`config.mk`:
```
export PLATFORM = sky130hd
export DESIGN_NAME = booth_op_sequencer
export DESIGN_NICKNAME = d
export VERILOG_FILES = /design/src/rtl/booth_pkg.sv /design/src/rtl/booth_op_fifo.sv /design/src/rtl/booth_op_sequencer.sv
export SDC_FILE = /design/constraint.sdc
export NUM_CORES = 1
export LEC_CHECK = 0
export ABC_CLOCK_PERIOD_IN_PS = 2100
export CELL_PAD_IN_SITES_DETAIL_PLACEMENT = 0
export CELL_PAD_IN_SITES_GLOBAL_PLACEMENT = 1
export CORE_UTILIZATION = 34
export CTS_CLUSTER_SIZE = 28
export DETAILED_ROUTE_END_ITERATION = 16
export PLACE_DENSITY = 0.72
export SETUP_SLACK_MARGIN = 0.3
export SLEW_MARGIN = 20
export SYNTH_ARGS = -nofsm -noshare
export SYNTH_HDL_FRONTEND = slang
export SYNTH_SLANG_ARGS = --single-unit
```
`constraint.sdc`:
```
create_clock -name clk -period 2.1 [get_ports clk]
set_clock_uncertainty 0.1 [all_clocks]
set_input_delay 0.525 -clock clk [delete_from_list [all_inputs] [get_ports clk]]
set_output_delay 0.525 -clock clk [all_outputs]
set_load 0.01 [all_outputs]
```
`src/rtl/booth_pkg.sv`:
```
// Shared constants and FSM state encoding for the Booth operand sequencer.
//   DEFAULT_N              : default operand width (product is 2*N)
//   DEFAULT_TIMEOUT_CYCLES : default WAIT-cycle limit for the optional timeout
//   seqState_t             : 3-bit sequencer state encoding
package booth_pkg;

   localparam int unsigned DEFAULT_N              = 8;
   localparam int unsigned DEFAULT_TIMEOUT_CYCLES = 64;

   typedef enum logic [2:0] {
      ST_IDLE  = 3'd0,
      ST_ISSUE = 3'd1,
      ST_START = 3'd2,
      ST_WAIT  = 3'd3,
      ST_OUT   = 3'd4
   } seqState_t;

endpackage

```
`src/rtl/booth_op_fifo.sv`:
```
// Two-entry operand FIFO in front of the sequencer FSM.
// Ports:
//   clk, clear          : clock, synchronous active-high clear (empties FIFO)
//   push, pushData      : write request and data (ignored while full)
//   pop, popData        : read request (ignored while empty) and head data
//   full, empty         : occupancy flags
module booth_op_fifo
   import booth_pkg::*;
#(
   parameter int unsigned WIDTH = 2 * DEFAULT_N
) (
   input  logic             clk,
   input  logic             clear,
   input  logic             push,
   input  logic [WIDTH-1:0] pushData,
   input  logic             pop,
   output logic [WIDTH-1:0] popData,
   output logic             full,
   output logic             empty
);

   logic [WIDTH-1:0] mem [2];
   logic             wrPtr;
   logic             rdPtr;
   logic [1:0]       count;
   logic             doPush;
   logic             doPop;

   assign full    = (count == 2'd2);
   assign empty   = (count == 2'd0);
   assign doPush  = push && !full;
   assign doPop   = pop && !empty;
   assign popData = mem[rdPtr];

   // Pointers and occupancy; a simultaneous push and pop leaves count unchanged.
   always_ff @(posedge clk) begin
      if (clear) begin
         wrPtr <= 1'b0;
         rdPtr <= 1'b0;
         count <= 2'd0;
      end else begin
         if (doPush) wrPtr <= !wrPtr;
         if (doPop)  rdPtr <= !rdPtr;
         case ({doPush, doPop})
            2'b10:   count <= count + 2'd1;
            2'b01:   count <= count - 2'd1;
            default: count <= count;
         endcase
      end
   end

   // Storage needs no reset: it is only read while count is non-zero.
   always_ff @(posedge clk) begin
      if (doPush) mem[wrPtr] <= pushData;
   end

endmodule

```
`src/rtl/booth_op_sequencer.sv`:
```
// Booth multiplier operand sequencer: buffers operand pairs, drives the
// multiplier clear/start handshake, and presents each product downstream.
// Optional WAIT timeout enabled by defining BOOTH_SEQ_TIMEOUT_EN.
// Ports:
//   clk, clear                      : clock, synchronous active-high reset
//   in_valid/in_ready               : upstream handshake
//   in_mcand, in_mplier             : signed operands (N bits)
//   mul_clear_n, mul_start          : multiplier clear (active low) and start pulse
//   mul_mcand, mul_mplier           : operands held for the multiplier
//   mul_done, mul_product           : multiplier completion and result (2N bits)
//   out_valid/out_ready             : downstream handshake
//   out_product, out_err            : result and timeout-abort flag
module booth_op_sequencer
   import booth_pkg::*;
#(
   parameter int unsigned N              = DEFAULT_N,
   parameter int unsigned TIMEOUT_CYCLES = DEFAULT_TIMEOUT_CYCLES
) (
   input  logic           clk,
   input  logic           clear,
   input  logic           in_valid,
   output logic           in_ready,
   input  logic [N-1:0]   in_mcand,
   input  logic [N-1:0]   in_mplier,
   output logic           mul_clear_n,
   output logic           mul_start,
   output logic [N-1:0]   mul_mcand,
   output logic [N-1:0]   mul_mplier,
   input  logic           mul_done,
   input  logic [2*N-1:0] mul_product,
   output logic           out_valid,
   output logic [2*N-1:0] out_product,
   output logic           out_err,
   input  logic           out_ready
);

   localparam int unsigned PW = 2 * N;

   seqState_t      state;
   seqState_t      nextState;
   logic           fifoFull;
   logic           fifoEmpty;
   logic           fifoPop;
   logic [PW-1:0]  fifoData;
   logic           timeoutHit;

   assign in_ready = !fifoFull;
   assign fifoPop  = (state == ST_IDLE) && !fifoEmpty;

   booth_op_fifo #(
      .WIDTH (PW)
   ) opFifo (
      .clk      (clk),
      .clear    (clear),
      .push     (in_valid),
      .pushData ({in_mcand, in_mplier}),
      .pop      (fifoPop),
      .popData  (fifoData),
      .full     (fifoFull),
      .empty    (fifoEmpty)
   );

`ifdef BOOTH_SEQ_TIMEOUT_EN
   localparam int unsigned CNT_W = $clog2(TIMEOUT_CYCLES + 1);

   logic [CNT_W-1:0] waitCnt;
   logic             outErrQ;

   // Fires on the last allowed WAIT cycle when the multiplier is still busy.
   assign timeoutHit = (state == ST_WAIT) && !mul_done &&
                       (waitCnt == CNT_W'(TIMEOUT_CYCLES - 1));
   assign out_err    = outErrQ;

   // WAIT-cycle counter and abort flag.
   always_ff @(posedge clk) begin
      if (clear) begin
         waitCnt <= '0;
         outErrQ <= 1'b0;
      end else begin
         if (state == ST_WAIT) waitCnt <= waitCnt + CNT_W'(1);
         else                  waitCnt <= '0;
         if ((state == ST_WAIT) && mul_done) outErrQ <= 1'b0;
         else if (timeoutHit)                outErrQ <= 1'b1;
      end
   end
`else
   logic unusedTimeout;

   assign timeoutHit    = 1'b0;
   assign out_err       = 1'b0;
   assign unusedTimeout = ^TIMEOUT_CYCLES;
`endif

   // State register.
   always_ff @(posedge clk) begin
      if (clear) state <= ST_IDLE;
      else       state <= nextState;
   end

   // Next-state logic.
   always_comb begin
      nextState = state;
      case (state)
         ST_IDLE:  if (!fifoEmpty) nextState = ST_ISSUE;
         ST_ISSUE: nextState = ST_START;
         ST_START: nextState = ST_WAIT;
         ST_WAIT:  if (mul_done || timeoutHit) nextState = ST_OUT;
         ST_OUT:   if (out_ready) nextState = ST_IDLE;
         default:  nextState = ST_IDLE;
      endcase
   end

   // Moore outputs; multiplier clear also follows the reset input directly.
   always_comb begin
      mul_clear_n = 1'b1;
      mul_start   = 1'b0;
      out_valid   = 1'b0;
      if (clear || (state == ST_ISSUE)) mul_clear_n = 1'b0;
      if (state == ST_START)            mul_start   = 1'b1;
      if (state == ST_OUT)              out_valid   = 1'b1;
   end

   // Operand hold registers and result capture.
   always_ff @(posedge clk) begin
      if (clear) begin
         mul_mcand   <= '0;
         mul_mplier  <= '0;
         out_product <= '0;
      end else begin
         if (fifoPop) {mul_mcand, mul_mplier} <= fifoData;
         if ((state == ST_WAIT) && mul_done) out_product <= mul_product;
         else if (timeoutHit)                out_product <= '0;
      end
   end

endmodule

```
==> Word-level counts from Yosys, hierarchy flattened <==
Memories as Yosys holds them, arrays and structs flattened. A register that Yosys moved wholly into a read port is not among the register bits.
Cells that the tools add are included.
{ "op_classes": {"n_lt_le_gt_ge": 0, "multipliers": 0, "mux": 10, "n_bitwise": 0, "div": 0, "n_eq_ne": 10, "n_shift": 0, "n_addsub": 2, "reduce_logical": 13} }
{ "op_table": {"columns": ["cell", "count"], "rows": [
  ["one-hot mux 3 bit (5 select lines)", 1],
  ["2-to-1 mux 3 bit", 3],
  ["== test 3 x 2 -> 1 bit, second input constant", 2],
  ["!= test 2 bit, second input constant", 3],
  ["2-to-1 mux 1 bit", 5],
  ["== test 2 bit, second input constant", 2],
  ["logical AND 1 bit", 4],
  ["logical NOT 1 bit", 4],
  ["one-hot mux 2 bit (2 select lines)", 1],
  ["== test 3 x 1 -> 1 bit, second input constant", 1],
  ["== test 3 bit, second input constant", 1],
  ["logical NOT 3 bit", 1],
  ["AND reduction 3 bit", 1],
  ["adder 2 x 1 -> 2 bit, second input constant", 1],
  ["== test 2 x 1 -> 1 bit, second input constant", 1],
  ["logical NOT 2 bit", 1],
  ["nonzero test 2 bit", 1],
  ["subtractor 2 x 1 -> 2 bit, second input constant", 1],
  ["logical OR 1 bit", 1]
]} }
{ "word_totals": {"latchBits": 0, "output_inout_bits": 37, "ramBits": 32, "wordCells": 41, "reg_bits": 23, "rom_bits": 0, "n_memories": 1} }
{ "mem_list": {"columns": ["memory", "words", "word_bits", "read_ports", "rd_ports_with_merged_regs", "write_ports", "line_no", "source"], "rows": [
  ["opFifo.mem", 2, 16, 1, 1, 1, "booth_op_fifo.sv:22", "logic [WIDTH-1:0] mem [2];"]
]} }

==> Depth between registers and ports, before layout <==
{ "logic_depth": {"ltp_word": 6, "ltp_mapped": 9} }

==> Hierarchy <==
From an unflattened synthesis, not the netlist that was laid out.
{ "unflattened": {"hier_cells": 245, "hier_area_um2": 2710.1} }
{ "modules_own_cells": {"columns": ["mod", "area_per_inst_um2", "seq_area_each_um2", "instances", "cells_each"], "rows": [
  ["booth_op_fifo", 1375.1, 1061.0, 1, 76],
  ["booth_op_sequencer", 1335.0, 700.7, 1, 169]
]} }

==> Worst setup path before layout <==
No wires, ideal clock.
{ "synth_timing": {"kind": "reg-to-reg", "from": "register state[2]", "to": "register opFifo.count[1]", "t_arrival_ps": 1914, "path_buffers": 3, "setup_slack_ps": 15, "stages_incl_launch_ff": 9, "period_less_slack_ps": 2085, "path_cell_list": "dfxtp_1 -> buf_2 -> nor3_4 -> and2_4 -> buf_6 -> buf_12 -> ha_1 -> or3_1 -> a21oi_1"} }
{ "synth_via": {"elab_chain_len": 5, "word_cells_on_any_way": 7, "cone_classes": "2 x eq/ne; 1 x mux; 4 x reduce/logical"} }
{ "synth_rtl": {"columns": ["element", "line_no", "source"], "rows": [
  ["from (decl)", "booth_op_sequencer.sv:39", "seqState_t state;"],
  ["from (signal assigned)", "booth_op_sequencer.sv:97", "else state <= nextState;"],
  ["logical NOT 3 bit (*)", "booth_op_sequencer.sv:48", "assign fifoPop = (state == ST_IDLE) && !fifoEmpty;"],
  ["logical AND 1 bit (*)", "booth_op_sequencer.sv:48", null],
  ["via fifoPop", "booth_op_sequencer.sv:43", "logic fifoPop;"],
  ["logical AND 1 bit (*)", "booth_op_fifo.sv:32", "assign doPop = pop && !empty;"],
  ["== test 2 x 1 -> 1 bit or == test 2 bit (tied branches)", "booth_op_fifo.sv:44", "case ({doPush, doPop})"],
  ["one-hot mux 2 bit (2 select lines) or nonzero test 2 bit (tied branches)", null, null],
  ["to (signal assigned)", "booth_op_fifo.sv:45", "2'b10: count <= count + 2'd1;"],
  ["to (signal assigned)", "booth_op_fifo.sv:46", "2'b01: count <= count - 2'd1;"],
  ["to (signal assigned)", "booth_op_fifo.sv:47", "default: count <= count;"],
  ["to (decl)", "booth_op_fifo.sv:25", "logic [1:0] count;"]
]} }
The timed path passes the listed nets; every way through them passes the cells marked *.
A chain may end at the register's enable or synchronous reset.

==> Worst setup path after layout <==
{ "layout_timing": {"from": "register opFifo.count[0]", "to": "output port in_ready"} }
{ "layout_via": {"elab_chain_len": 2} }
{ "layout_rtl": {"columns": ["element", "line_no", "source"], "rows": [
  ["== test 2 bit", "booth_op_fifo.sv:29", "assign full = (count == 2'd2);"],
  ["logical NOT 1 bit", "booth_op_sequencer.sv:47", "assign in_ready = !fifoFull;"],
  ["to (decl)", "booth_op_sequencer.sv:22", "output logic in_ready,"]
]} }
Every way passes these cells.

==> impl_metrics.py <==
metrics = {
    "place": {
        "dp_cells": 387,
        "hpwl_um": 3480,
        "post-place-ws_ns": 0.0574,
        "gp_congestion": 0.664,
        "port_buffers": 72,
        "placed_cell_area_um2": 3540,
    },
    "route": {
        "drtAntennaViolNets": 0,
        "wirelength_um": 5580,
        "vias": 1900,
        "drc_errors": 0,
        "wl_per_cell_um": 13.7,
        "routed_via_density": 4.67,
        "dr.pass1.iters": 4,
        "drtIter0Drc": 48,
    },
    "grt": {
        "grt_remaining_overflow": 0,
        "grt_max_degree": 41,
        "track_usage_pct": 14.9,
        "grt_pass1_vias": 1874,
        "antenna_found_initial": 0,
        "grt_pass1_wl_um": 9360,
    },
    "yosys": {
        "synth.distinct_cells": 36,
        "ys_ff_latch": 71,
        "ys_warn_count": 0,
        "syn_area_um2": 2710,
        "synth_nets": 259,
        "avgSynthCellArea_um2": 12.3,
        "synth_cells": 221,
        "seq_area_frac_synth_pct": 64.2,
    },
    "floorplan": {
        "die_y_um": 91.3,
        "placementRows": 32,
        "die_w_um": 91.3,
        "start_util_pct": 35.1,
        "core-area_um2": 7730,
        "die-area_um2": 8340,
        "ios": 74,
    },
    "timing": {
        "final-max-slew-violation-count": 0,
        "post-route-period-util_pct": 82.8,
        "max_freq_ghz": 0.575,
        "fin_crit_ns": 1.74,
        "setup_violations": 0,
        "finalSetupTns_ns": 0,
        "rsz0062_at_grt": "false",
        "setup_slack_ns": 0.361,
        "hold_violations": 0,
        "worst_pin_slew_ns": 0.509,
        "relSlewSlack_pct": 66.1,
    },
    "worst_setup_path": {
        "cp-start-kind": "register",
        "reg2reg_depth": 6,
        "worst_setup_path_end_kind": "primary output",
        "r2r_end": "opFifo.count[1]$_SDFFE_PP0P_",
        "critical_path_class": "reg2out",
        "r2r_start": "state[1]$_SDFFE_PP0P_",
        "arrival_ns": 1.11,
        "reg2reg_slack_ns": 0.38,
        "cp_max_fo": 5,
        "required_ns": 1.47,
    },
    "run": {
        "cap_viol_max_count": 0,
    },
    "power_and_ir_drop": {
        "pwr-share-seq_pct": 41.2,
        "power.net_switching_mw": 1.60,
        "cellLeakagePower_nw": 1.43,
        "p_int_mw": 3.15,
        "p_per_area_nw_per_um2": 1270,
        "pwr-share-clk_pct": 21.9,
        "irDropWorstVdd_uv": 622,
        "combPwrFrac_pct": 36.9,
        "swShare_pct": 33.7,
        "power.total_mw": 4.76,
    },
    "finish": {
        "n_antenna_cell": 0,
        "post-route-cell-area_um2": 3730,
        "final_nets": 338,
        "multi_input_area_um2": 875,
        "fill_cells": 713,
        "drive_gt1_share_pct": 16.7,
        "syn_to_final_growth_pct": 37.7,
        "finalNonFillerCells": 407,
        "area.sequential_um2": 1750,
    },
    "clocking": {
        "cts_tree": "built",
        "path_clk_slew_ns": 0.07,
        "cts_buffer_depth": 2,
        "cts_buffers": 9,
        "ctsHtreeMaxLevel": 3,
        "clock-sinks": 71,
        "clock_latency_ns": 0.34,
        "holdBufCountCts": 0,
        "root_buffer": "clkbuf_8",
    },
    "worst_hold_path": {
        "holdPathEnd": "out_product[6]$_SDFFE_PP0P_",
        "holdPathStages": 2,
        "holdCritPathClass": "reg2reg",
        "worstHoldStart": "out_product[6]$_SDFFE_PP0P_",
    },
    "run_status": {
        "outcome": "completed",
    },
}
through the flow:
stage                     utilization (%)  hold slack, ns
after floorplan                         -           0.371
after global placement               45.9           0.342
after detailed placement             45.9           0.347
after CTS                            48.4           0.355
after global routing                 48.3           0.375
final                                48.3           0.352
worst max path at each step:
| stage | slack, ns | end | start |
|---|---|---|---|
| 4_1_cts | 0.27 | mul_start | state[1]$_SDFFE_PP0P_ |
| 3_5_place_dp | 0.06 | opFifo.count[1]$_SDFFE_PP0P_ | in_valid |
| 2_1_floorplan | 0.13 | opFifo.count[1]$_SDFFE_PP0P_ | state[1]$_SDFFE_PP0P_ |
| 3_3_place_gp | 0.08 | opFifo.count[1]$_SDFFE_PP0P_ | in_valid |
| 6_report | 0.36 | in_ready | opFifo.count[0]$_SDFFE_PP0P_ |
| 5_1_grt | 0.30 | in_ready | opFifo.count[0]$_SDFFE_PP0P_ |
critical path, stage by stage, from the launching register on:
cell           delay (ns)
dfxtp_2              0.37
nand2b_4             0.15
dlygate4sd2_1        0.27
logic make-up after synthesis:
| kind of cell | count (synthesis) | synth area share (%) |
|---|---|---|
| and+or+nand+nor | 55 | 10.1 |
| buffers and inverters | 19 | 4.71 |
| AOI/OAI and AO/OA | 56 | 13.8 |
| adders and majority gates | 1 | 0.461 |
| DFF | 71 | 64.2 |
| muxes | 16 | 5.91 |
| other | 1 | 0.138 |
| xor gates and xnor gates | 2 | 0.646 |
power by group through the flow:
stage,Clock [mW],Combinational (mW),Sequential [mW]
after detailed placement,0,1.83,1.99
after floorplan,0,1.20,2.00
final,1.04,1.75,1.96
after global placement,0,1.80,1.98
after CTS,1.07,1.77,1.96
after global routing,1.14,1.92,2.00
per-layer routing:
metal	share of wire [%]	track usage [%]
met2	47	23.8
met5	0	0
met3	4.9	4.52
met4	1.9	7.14
met1	46	18.3
cell usage after synthesis, drive strengths merged:
| cell type | n | share of area [%] |
|---|---|---|
| and4b | 1 | 0.37 |
| a21oi | 35 | 6.5 |
| nor2 | 4 | 0.55 |
| nor4 | 1 | 0.23 |
| nor3b | 2 | 0.55 |
| and2 | 2 | 0.55 |
| nand3 | 1 | 0.18 |
| inv | 1 | 0.14 |
| and3 | 2 | 0.46 |
| or3 | 1 | 0.23 |
| nand2b | 3 | 0.69 |
| buf | 13 | 3.8 |
| nand2 | 33 | 4.6 |
| or2 | 1 | 0.23 |
| edfxtp | 32 | 35 |
| ha | 1 | 0.46 |
| nor3 | 1 | 0.60 |
| o21bai | 1 | 0.28 |
| clkbuf | 5 | 0.74 |
| xnor2 | 1 | 0.32 |
| conb | 1 | 0.14 |
| nand3b | 2 | 0.55 |
| a21bo | 1 | 0.37 |
| a211oi | 17 | 6.2 |
| o21ai | 2 | 0.51 |
| mux2i | 16 | 5.9 |
| xor2 | 1 | 0.32 |
| nand4b | 1 | 0.32 |
| dfxtp | 39 | 29 |
registers in the layout (all words and copies together) (netlist names):
register      count
opFifo.mem       32
out_product      16
opFifo.wrPtr      1
mul_mplier        8
mul_mcand         8
opFifo.count      2
opFifo.rdPtr      1
state             3
layout make-up:
cell class              count  share of cell area [%]
inverters                   1                   0.101
repair buffers             86                    21.0
flip-flops and latches     71                    47.0
multi-input cells         131                    23.4
well taps                 102                    3.42
clock inverters             5                    1.54
clock buffers              11                    3.52
cells in the final DEF (no fill, tap or decap), drive strengths merged, types with 2 or more instances in the layout:
| cell type | Yosys | routed |
|---|---|---|
| a211oi | 17 | 17 |
| a21oi | 35 | 35 |
| and2 | 2 | 2 |
| and3 | 2 | 2 |
| buf | 13 | 17 |
| clkbuf | 5 | 12 |
| clkdlybuf4s50 | 0 | 35 |
| clkinv | 0 | 3 |
| dfxtp | 39 | 39 |
| dlygate4sd2 | 0 | 33 |
| edfxtp | 32 | 32 |
| inv | 1 | 2 |
| mux2i | 16 | 16 |
| nand2 | 33 | 33 |
| nand2b | 3 | 3 |
| nand3b | 2 | 2 |
| nor2 | 4 | 4 |
| nor3b | 2 | 2 |
| o21ai | 2 | 2 |
repair_timing:
action	CTS	global route
pin swaps	1	0
resized for setup	53	3
endpoints found under the setup margin	36	1
setup buffers	4	0
Note: power is estimated with default switching activity, not from simulation.
